===== src/rtl/uart_pkg.sv =====
// uart_pkg: constants shared by the UART receiver and transmitter.
// Holds the line-format defaults, the parity mode and the receiver FSM state encoding.
package uart_pkg;

  localparam int UART_CLKS_PER_BIT = 16;
  localparam int UART_DATA_BITS    = 8;

  // 0 selects even parity (data bits plus parity bit hold an even number of ones).
  localparam logic PARITY_ODD = 1'b0;

  localparam logic [2:0] ST_IDLE   = 3'd0;
  localparam logic [2:0] ST_START  = 3'd1;
  localparam logic [2:0] ST_DATA   = 3'd2;
  localparam logic [2:0] ST_PARITY = 3'd3;
  localparam logic [2:0] ST_STOP   = 3'd4;
  localparam logic [2:0] ST_BREAK  = 3'd5;

endpackage


===== src/rtl/uart_sync_2ff.sv =====
// uart_sync_2ff: two-flop synchroniser for one asynchronous input bit.
// RESET_VAL is the value both flops take in reset (1 for an idle-high serial line).
module uart_sync_2ff #(
  parameter logic RESET_VAL = 1'b1
) (
  input  logic clk,
  input  logic rst_n,
  input  logic d_i,
  output logic q_o
);

  logic meta_q;
  logic sync_q;

  always_ff @(posedge clk or negedge rst_n) begin
    if (!rst_n) begin
      meta_q <= RESET_VAL;
      sync_q <= RESET_VAL;
    end else begin
      meta_q <= d_i;
      sync_q <= meta_q;
    end
  end

  assign q_o = sync_q;

endmodule


===== src/rtl/uart_rx.sv =====
// uart_rx: UART receiver with mid-bit sampling and a one-entry valid/ready holding register.
// Define UART_RX_PARITY_EN to expect an even-parity bit between the data bits and the stop bit.
module uart_rx
  import uart_pkg::*;
#(
  parameter int CLKS_PER_BIT = UART_CLKS_PER_BIT,
  parameter int DATA_BITS    = UART_DATA_BITS
) (
  input  logic                 clk,
  input  logic                 rst_n,
  input  logic                 rxd,
  output logic [DATA_BITS-1:0] rx_data,
  output logic                 rx_valid,
  input  logic                 rx_ready,
  output logic                 busy,
  output logic                 frame_err,
  output logic                 overrun_err,
  output logic                 parity_err
);

  localparam int              CW       = $clog2(CLKS_PER_BIT);
  localparam logic [CW-1:0]   MID      = CW'(CLKS_PER_BIT / 2 - 1);
  localparam logic [CW-1:0]   LAST     = CW'(CLKS_PER_BIT - 1);
  localparam logic [3:0]      LAST_BIT = 4'(DATA_BITS - 1);

  logic                 rxd_s;
  logic [2:0]           state_q, state_d;
  logic [CW-1:0]        cnt_q, cnt_d;
  logic [3:0]           bit_q, bit_d;
  logic [DATA_BITS-1:0] shift_q, shift_d;
  logic [DATA_BITS-1:0] data_q, data_d;
  logic                 valid_q, valid_d;
  logic                 ferr_q, ferr_d;
  logic                 oerr_q, oerr_d;
  logic                 perr_q, perr_d;
  logic                 par_bad;

  uart_sync_2ff #(.RESET_VAL(1'b1)) u_sync (
    .clk   (clk),
    .rst_n (rst_n),
    .d_i   (rxd),
    .q_o   (rxd_s)
  );

`ifdef UART_RX_PARITY_EN
  logic par_bad_q, par_bad_d;
  assign par_bad = par_bad_q;
`else
  assign par_bad = 1'b0;
`endif

  always_comb begin
    state_d = state_q;
    cnt_d   = cnt_q + 1'b1;
    bit_d   = bit_q;
    shift_d = shift_q;
    data_d  = data_q;
    valid_d = valid_q;
    ferr_d  = 1'b0;
    oerr_d  = 1'b0;
    perr_d  = 1'b0;
`ifdef UART_RX_PARITY_EN
    par_bad_d = par_bad_q;
`endif
    if (valid_q && rx_ready) valid_d = 1'b0;

    case (state_q)
      ST_IDLE: begin
        cnt_d = '0;
        if (!rxd_s) state_d = ST_START;
      end
      // Restarting the count at the start-bit midpoint puts every later sample mid-bit.
      ST_START: begin
        if (cnt_q == MID) begin
          cnt_d   = '0;
          bit_d   = '0;
          state_d = rxd_s ? ST_IDLE : ST_DATA;
        end
      end
      ST_DATA: begin
        if (cnt_q == LAST) begin
          cnt_d   = '0;
          shift_d = {rxd_s, shift_q[DATA_BITS-1:1]};
          bit_d   = bit_q + 1'b1;
          if (bit_q == LAST_BIT) begin
`ifdef UART_RX_PARITY_EN
            state_d = ST_PARITY;
`else
            state_d = ST_STOP;
`endif
          end
        end
      end
`ifdef UART_RX_PARITY_EN
      ST_PARITY: begin
        if (cnt_q == LAST) begin
          cnt_d     = '0;
          par_bad_d = (rxd_s != ((^shift_q) ^ PARITY_ODD));
          state_d   = ST_STOP;
        end
      end
`endif
      // A low stop bit outranks a parity error; only clean frames reach the holding register.
      ST_STOP: begin
        if (cnt_q == LAST) begin
          cnt_d = '0;
          if (!rxd_s) begin
            ferr_d  = 1'b1;
            state_d = ST_BREAK;
          end else begin
            state_d = ST_IDLE;
            if (par_bad) begin
              perr_d = 1'b1;
            end else if (!valid_q || rx_ready) begin
              data_d  = shift_q;
              valid_d = 1'b1;
            end else begin
              oerr_d = 1'b1;
            end
          end
        end
      end
      ST_BREAK: begin
        cnt_d = '0;
        if (rxd_s) state_d = ST_IDLE;
      end
      default: begin
        cnt_d   = '0;
        state_d = ST_IDLE;
      end
    endcase
  end

  always_ff @(posedge clk or negedge rst_n) begin
    if (!rst_n) begin
      state_q <= ST_IDLE;
      cnt_q   <= '0;
      bit_q   <= '0;
      shift_q <= '0;
      data_q  <= '0;
      valid_q <= 1'b0;
      ferr_q  <= 1'b0;
      oerr_q  <= 1'b0;
      perr_q  <= 1'b0;
    end else begin
      state_q <= state_d;
      cnt_q   <= cnt_d;
      bit_q   <= bit_d;
      shift_q <= shift_d;
      data_q  <= data_d;
      valid_q <= valid_d;
      ferr_q  <= ferr_d;
      oerr_q  <= oerr_d;
      perr_q  <= perr_d;
    end
  end

`ifdef UART_RX_PARITY_EN
  always_ff @(posedge clk or negedge rst_n) begin
    if (!rst_n) par_bad_q <= 1'b0;
    else        par_bad_q <= par_bad_d;
  end
`endif

  assign rx_data     = data_q;
  assign rx_valid    = valid_q;
  assign busy        = (state_q != ST_IDLE);
  assign frame_err   = ferr_q;
  assign overrun_err = oerr_q;
  assign parity_err  = perr_q;

endmodule


===== config.mk =====
export PLATFORM = sky130hd
export DESIGN_NAME = uart_rx
export DESIGN_NICKNAME = d
export VERILOG_FILES = /design/src/rtl/uart_pkg.sv /design/src/rtl/uart_sync_2ff.sv /design/src/rtl/uart_rx.sv
export SDC_FILE = /design/constraint.sdc
export NUM_CORES = 1
export LEC_CHECK = 0
export CORE_MARGIN = 2
export CORE_UTILIZATION = 50
export CTS_BUF_LIST = sky130_fd_sc_hd__clkbuf_8
export DETAILED_ROUTE_END_ITERATION = 16
export HOLD_SLACK_MARGIN = 0.12
export PLACE_DENSITY = 0.73
export SLEW_MARGIN = 30
export SYNTH_ARGS = -nofsm -noshare
export SYNTH_HDL_FRONTEND = slang
export SYNTH_SLANG_ARGS = --single-unit

===== constraint.sdc =====
create_clock -name clk -period 1.9 [get_ports clk]
set_clock_uncertainty 0.2 [all_clocks]
set_input_delay 0.38 -clock clk [delete_from_list [all_inputs] [get_ports clk]]
set_output_delay 0.38 -clock clk [all_outputs]
set_load 0.03 [all_outputs]

* Word-level counts from Yosys, hierarchy flattened
Cells that the tools add are included.
Word-level totals: bits in registers 32, input bits 4, output and inout bits 13, logic and storage cells 63
Operators by class: $add $sub $neg 2, eq/ne operators 13, multiplexer cells 27, reduce and logical (&&, ||, !) cells 11
Operator list (count):
- $mux W3 | 7
- $mux W4 | 4
- $pmux W4 S2 | 2
- $pmux W3 S5 | 1
- $mux W1 | 12
- $ne A2 B2 Y1 const B | 5
- $add A4 B1 Y4 const B | 2
- $eq A4 B3 Y1 const B | 2
- $eq A3 B3 Y1 const B | 2
- $reduce_and A6 Y1 | 1
- $eq A4 B4 Y1 const B | 1
- $reduce_and A4 Y1 | 1
- $eq A3 B1 Y1 const B | 1
- $eq A3 B2 Y1 const B | 1
- $logic_not A3 Y1 | 1
- $reduce_and A3 Y1 | 1
- $reduce_bool A3 Y1 | 1
- $mux W2 | 1
- $ne A2 B1 Y1 const B | 1
- $reduce_and A2 Y1 | 1
- $reduce_bool A2 Y1 | 1
- $reduce_or A2 Y1 | 1
- $logic_and A1 B1 Y1 | 1
- $logic_not A1 Y1 | 1
- $logic_or A1 B1 Y1 | 1

* Logic depth before layout (Yosys ltp)
depth after elaboration 6, mapped depth 5, mapped depth without buffers 4

* By module
From an unflattened synthesis, not the netlist that was laid out.
Unflattened totals: cell total of the unflattened synthesis 118, area, all modules 1452.6 um^2
Modules (own cells, without submodules):
- uart_rx | instances 1, cells each 116, area each 1400.1 um^2, sequential area each 750.7 um^2
- uart_sync_2ff | instances 1, cells each 2, area each 52.6 um^2, sequential area each 52.6 um^2

* Least setup slack after synthesis
Ideal clock, no wire load.
path kind reg2reg, start register state_q[0], end register shift_q[1], setup time 125 ps, arrival time 1433 ps, required time 1575 ps, setup slack 141 ps, cell stages (with the launch flop) 5, buffers on the path 1, clock period less this slack 1759 ps, cell sequence dfrtp_1 > or3b_1 > or2_1 > buf_6 > mux2_4
Between the ends: word-level cells in the longest chain between the ends 2
Ends and longest elaborated chain:
- from (decl) | RTL line uart_rx.sv:27 | logic [2:0] state_q, state_d;
- from (signal assigned) | RTL line uart_rx.sv:146 | state_q <= state_d;
- $eq A3 B2 Y1 | RTL line uart_rx.sv:67 | case (state_q)
- $reduce_and A2 Y1 (no line)
- to (signal assigned) | RTL line uart_rx.sv:149 | shift_q <= shift_d;
- to (decl) | RTL line uart_rx.sv:30 | logic [DATA_BITS-1:0] shift_q, shift_d;
No other way between the ends. A chain may end at the register's enable or synchronous reset.

* Worst setup path after layout
start register state_q[2], end register shift_q[7]
Same word-level chain as after synthesis.

==> impl.org <==
** Routing
- Total detailed-routing wirelength :: 2.47 mm
- Post-detailed-route via-to-cell ratio :: 5.79
- Across all layers, the routed design uses 979 vias.
- For this block, the initial DRC count from the detailed router was 12.
- Number of remaining DRC errors :: 0
- Detail Route Antenna Nets :: 0
- The first TritonRoute pass finished after 4 iterations.
- Average wire per cell in the routed design :: 14.6 um

** STA
- Final critical-path share of the clock period :: 96.9%
- Subtracting the final worst setup slack from the clock period gives 1.84 ns.
- Number of setup violations in the final report :: 0
- Final Slew Violations :: 0
- The final number of hold-violating endpoints came to 0.
- Max frequency :: 543 MHz
- Sum of negative setup slack :: 0 ns

** Final layout
- The library cells used most frequently in the layout, excluding fill and tap cells, are sky130_fd_sc_hd__dfrtp_1, sky130_fd_sc_hd__mux2_2, sky130_fd_sc_hd__mux2_4, sky130_fd_sc_hd__buf_4, sky130_fd_sc_hd__clkbuf_8.
- Summing all multi-input logic gate instances after layout gives 631 um^2.
- Total Nets Final :: 143
- Counting the fill cells in the layout gives 218.
- Compared with the post-synthesis result, the final layout area differs by 22.6%.
- The library cell used most frequently in the layout, excluding fill and tap cells, is sky130_fd_sc_hd__dfrtp_1.
- Antenna Diode Count :: 0
- Fraction of final layout cells sized beyond drive strength 1 :: 28.3%
- Cell area after layout :: 1800 um^2
- Sequential cell area :: 803 um^2

** Flow run
- Count of max-cap constraint violations :: 0

** Logic synthesis
- After synthesis, the mean cell area works out to 12.9 um^2.
- Flops & latches, synth :: 32
- Number of enable-type register cells in the synthesized netlist :: 0
- The number of nets handed over by synthesis was 120.
- Post-synthesis cell area :: 1470 um^2
- YS warnings :: 0
- Synthesis handed over a netlist of 114 instances.
- Share of the yosys chip area belonging to registers :: 54.7%
- Counting flops with an async set or reset pin after synthesis yields a share of 100%.
- Yosys cell types :: 45
- Top flip-flop cell by instance count after synthesis :: sky130_fd_sc_hd__dfrtp_1

** Clocking
- In this run the number of H-tree levels came out at 2.
- Register clock-pin slew on the reported worst setup and hold paths :: 0.07 ns
- Worst-case clock buffer depth :: 2
- TritonCTS built the clock tree.
- Worst skew pair latency :: 0.29 ns
- Post-CTS timing repair inserted 0 buffers for setup.
- Clock tree synthesis found a total of 32 sinks.
- Number of buffers created by CTS :: 5
- The tree is rooted in a sky130_fd_sc_hd__clkbuf_8.
- Post-CTS Hold Fix Bufs :: 0

** Power and ir drop
- Dividing total power by cell area gives a power density of 950 nW/um^2.
- In this run the static leakage power is 0.000977 uW.
- VDD IR-drop max :: 0.890 mV

** Setup path
- Of all nets on the critical path, the largest fanout is 11.
- The worst setup path is launched from a flip-flop.
- Arrival time of the worst setup path :: 1.82 ns
- Kind of end point of the critical path :: flip-flop
- Data required time of the worst path :: 1.88 ns
- The critical path is of the reg2reg type.

** Global route
- In this run the most used layer during global routing was met2.
- Global routing consumed, on the met1 layer, 23.6% of the routing resources.
- Global routing consumed, on the met2 layer, 25.5% of the routing resources.
- Entering global routing, the biggest net connects 33 pins.
- After global routing the overflow that remains totals 0.
- Met3 layer usage reported by global route :: 7.14%
- Antenna violations before repair :: 0
- Wire length of the first global-routing pass :: 4.37 mm
- The number of global-route vias before repair is 954.
- Total routing usage reported by global routing :: 18.0%

** Placed design
- Final Wtd Congestion :: 0.824
- Number of buffer cells added on primary ports :: 15
- Placed inst area :: 1690 um^2
- Half-perimeter wire length after placement :: 1.70 mm

** Worst hold path
- The min-delay analysis places its worst path in the category reg2reg.

** Die
- Initial core utilization :: 52.8%
- The region available for standard cell placement spans 2780 um^2.
- For this design the top-level I/O count stands at 17.
- The initialized floorplan defines 19 standard-cell rows.
- Vertical die dimension :: 58.2 um
- In this run the horizontal extent of the chip is 58.2 um.
- Die Footprint :: 3380 um^2

** Run status
- Status :: completed
-- critical path, cell delays in order (launching register included) --
cell                      delay (ns)
sky130_fd_sc_hd__dfrtp_1        0.39
sky130_fd_sc_hd__or3b_1         0.43
sky130_fd_sc_hd__or2_1          0.26
sky130_fd_sc_hd__buf_12         0.16
sky130_fd_sc_hd__mux2_4         0.29
-- per-layer routing --
layer / wire, um / vias to the layer above
li1: - / 463
met1: 1100 / 487
met2: 1170 / 23
met3: 151 / 6
met4: 58 / 0
met5: 0 / -
-- cells in the mapped netlist, drive strengths merged, types with 3 or more instances --
| master | number | area (um^2) |
|---|---|---|
| inv | 3 | 11.3 |
| nand3 | 4 | 20.0 |
| buf | 4 | 28.8 |
| and3b | 3 | 26.3 |
| nand2 | 3 | 11.3 |
| dfrtp | 30 | 751 |
| mux2 | 16 | 206 |
| a21oi | 3 | 15.0 |
| and2b | 3 | 22.5 |
| clkbuf | 3 | 12.5 |
| nand3b | 3 | 22.5 |
-- worst paths after layout --
path | depth (start not counted) | slack [ns] | end | from
worst max-delay path | 4 | 0.06 | shift_q[7]$_DFFE_PN0P_ | state_q[2]$_DFFE_PN0P_
worst min-delay path | 0 | 0.16 | u_sync.q_o$_DFF_PN1_ | u_sync.meta_q$_DFF_PN1_
worst max register to register | 4 | 0.06 | shift_q[7]$_DFFE_PN0P_ | state_q[2]$_DFFE_PN0P_
worst min register to register | 0 | 0.16 | u_sync.q_o$_DFF_PN1_ | u_sync.meta_q$_DFF_PN1_
max in group asynchronous | 2 | 0.89 | u_sync.meta_q$_DFF_PN1_ | rst_n
min in group asynchronous | 2 | 0.29 | cnt_q[1]$_DFF_PN0_ | rst_n
-- power breakdown --
group / total [uW] / switching [uW] / internal [uW]
Combinational: 380 / 193 / 187
Clock: 528 / 240 / 288
Sequential: 801 / 60.6 / 741
Total: 1710 / 494 / 1220
-- per-stage QoR --
| step | utilization, % | std cells | total power, uW | setup slack [ns] | hold slack [ns] |
|---|---|---|---|---|---|
| after floorplan | - | 114 | 1070 | 0.141 | -0.116 |
| after global placement | 60.7 | 161 | 1170 | -0.0100 | 0.147 |
| after detailed placement | 60.7 | 161 | 1180 | -0.0447 | 0.147 |
| after CTS | 63.7 | 169 | 1710 | 0.00407 | 0.162 |
| after global routing | 64.7 | 169 | 1810 | -0.0276 | 0.164 |
| final | 64.7 | 169 | 1710 | 0.0588 | 0.158 |
-- final cells by class --
class | count | share of cell area, %
Sequential cell | 32 | 44.6
Tap cell | 31 | 2.16
Clock buffer | 6 | 4.59
Multi-Input combinational cell | 72 | 35.0
Clock inverter | 2 | 0.626
Timing Repair Buffer | 23 | 12.3
Inverter | 3 | 0.626
-- what timing repair did --
item / in CTS / in global routing
pin swaps: 0 / 0
resized for setup: 10 / 9
endpoints found under the setup margin: 6 / 14
-- flip-flops by register name (all words and copies together) (netlist names) --
name           count
u_sync.q_o         1
cnt_q              4
frame_err          1
shift_q            8
bit_q              4
rx_valid           1
state_q            3
overrun_err        1
rx_data            8
u_sync.meta_q      1
-- cell families (layout without fill, tap and decap cells) --
group | count (synthesis) | after routing | synth area share, %
XOR/XNOR | 2 | 2 | 1.19
AND/OR/NAND/NOR | 34 | 34 | 15.9
adder cells (fa/ha/maj) | 2 | 2 | 1.70
buffers and inverters | 10 | 34 | 3.58
multiplexers | 17 | 17 | 14.7
AO/OA/AOI/OAI | 16 | 16 | 7.93
flip-flops | 32 | 32 | 54.7
other | 1 | 1 | 0.256
(Power assumes the default switching activity.)
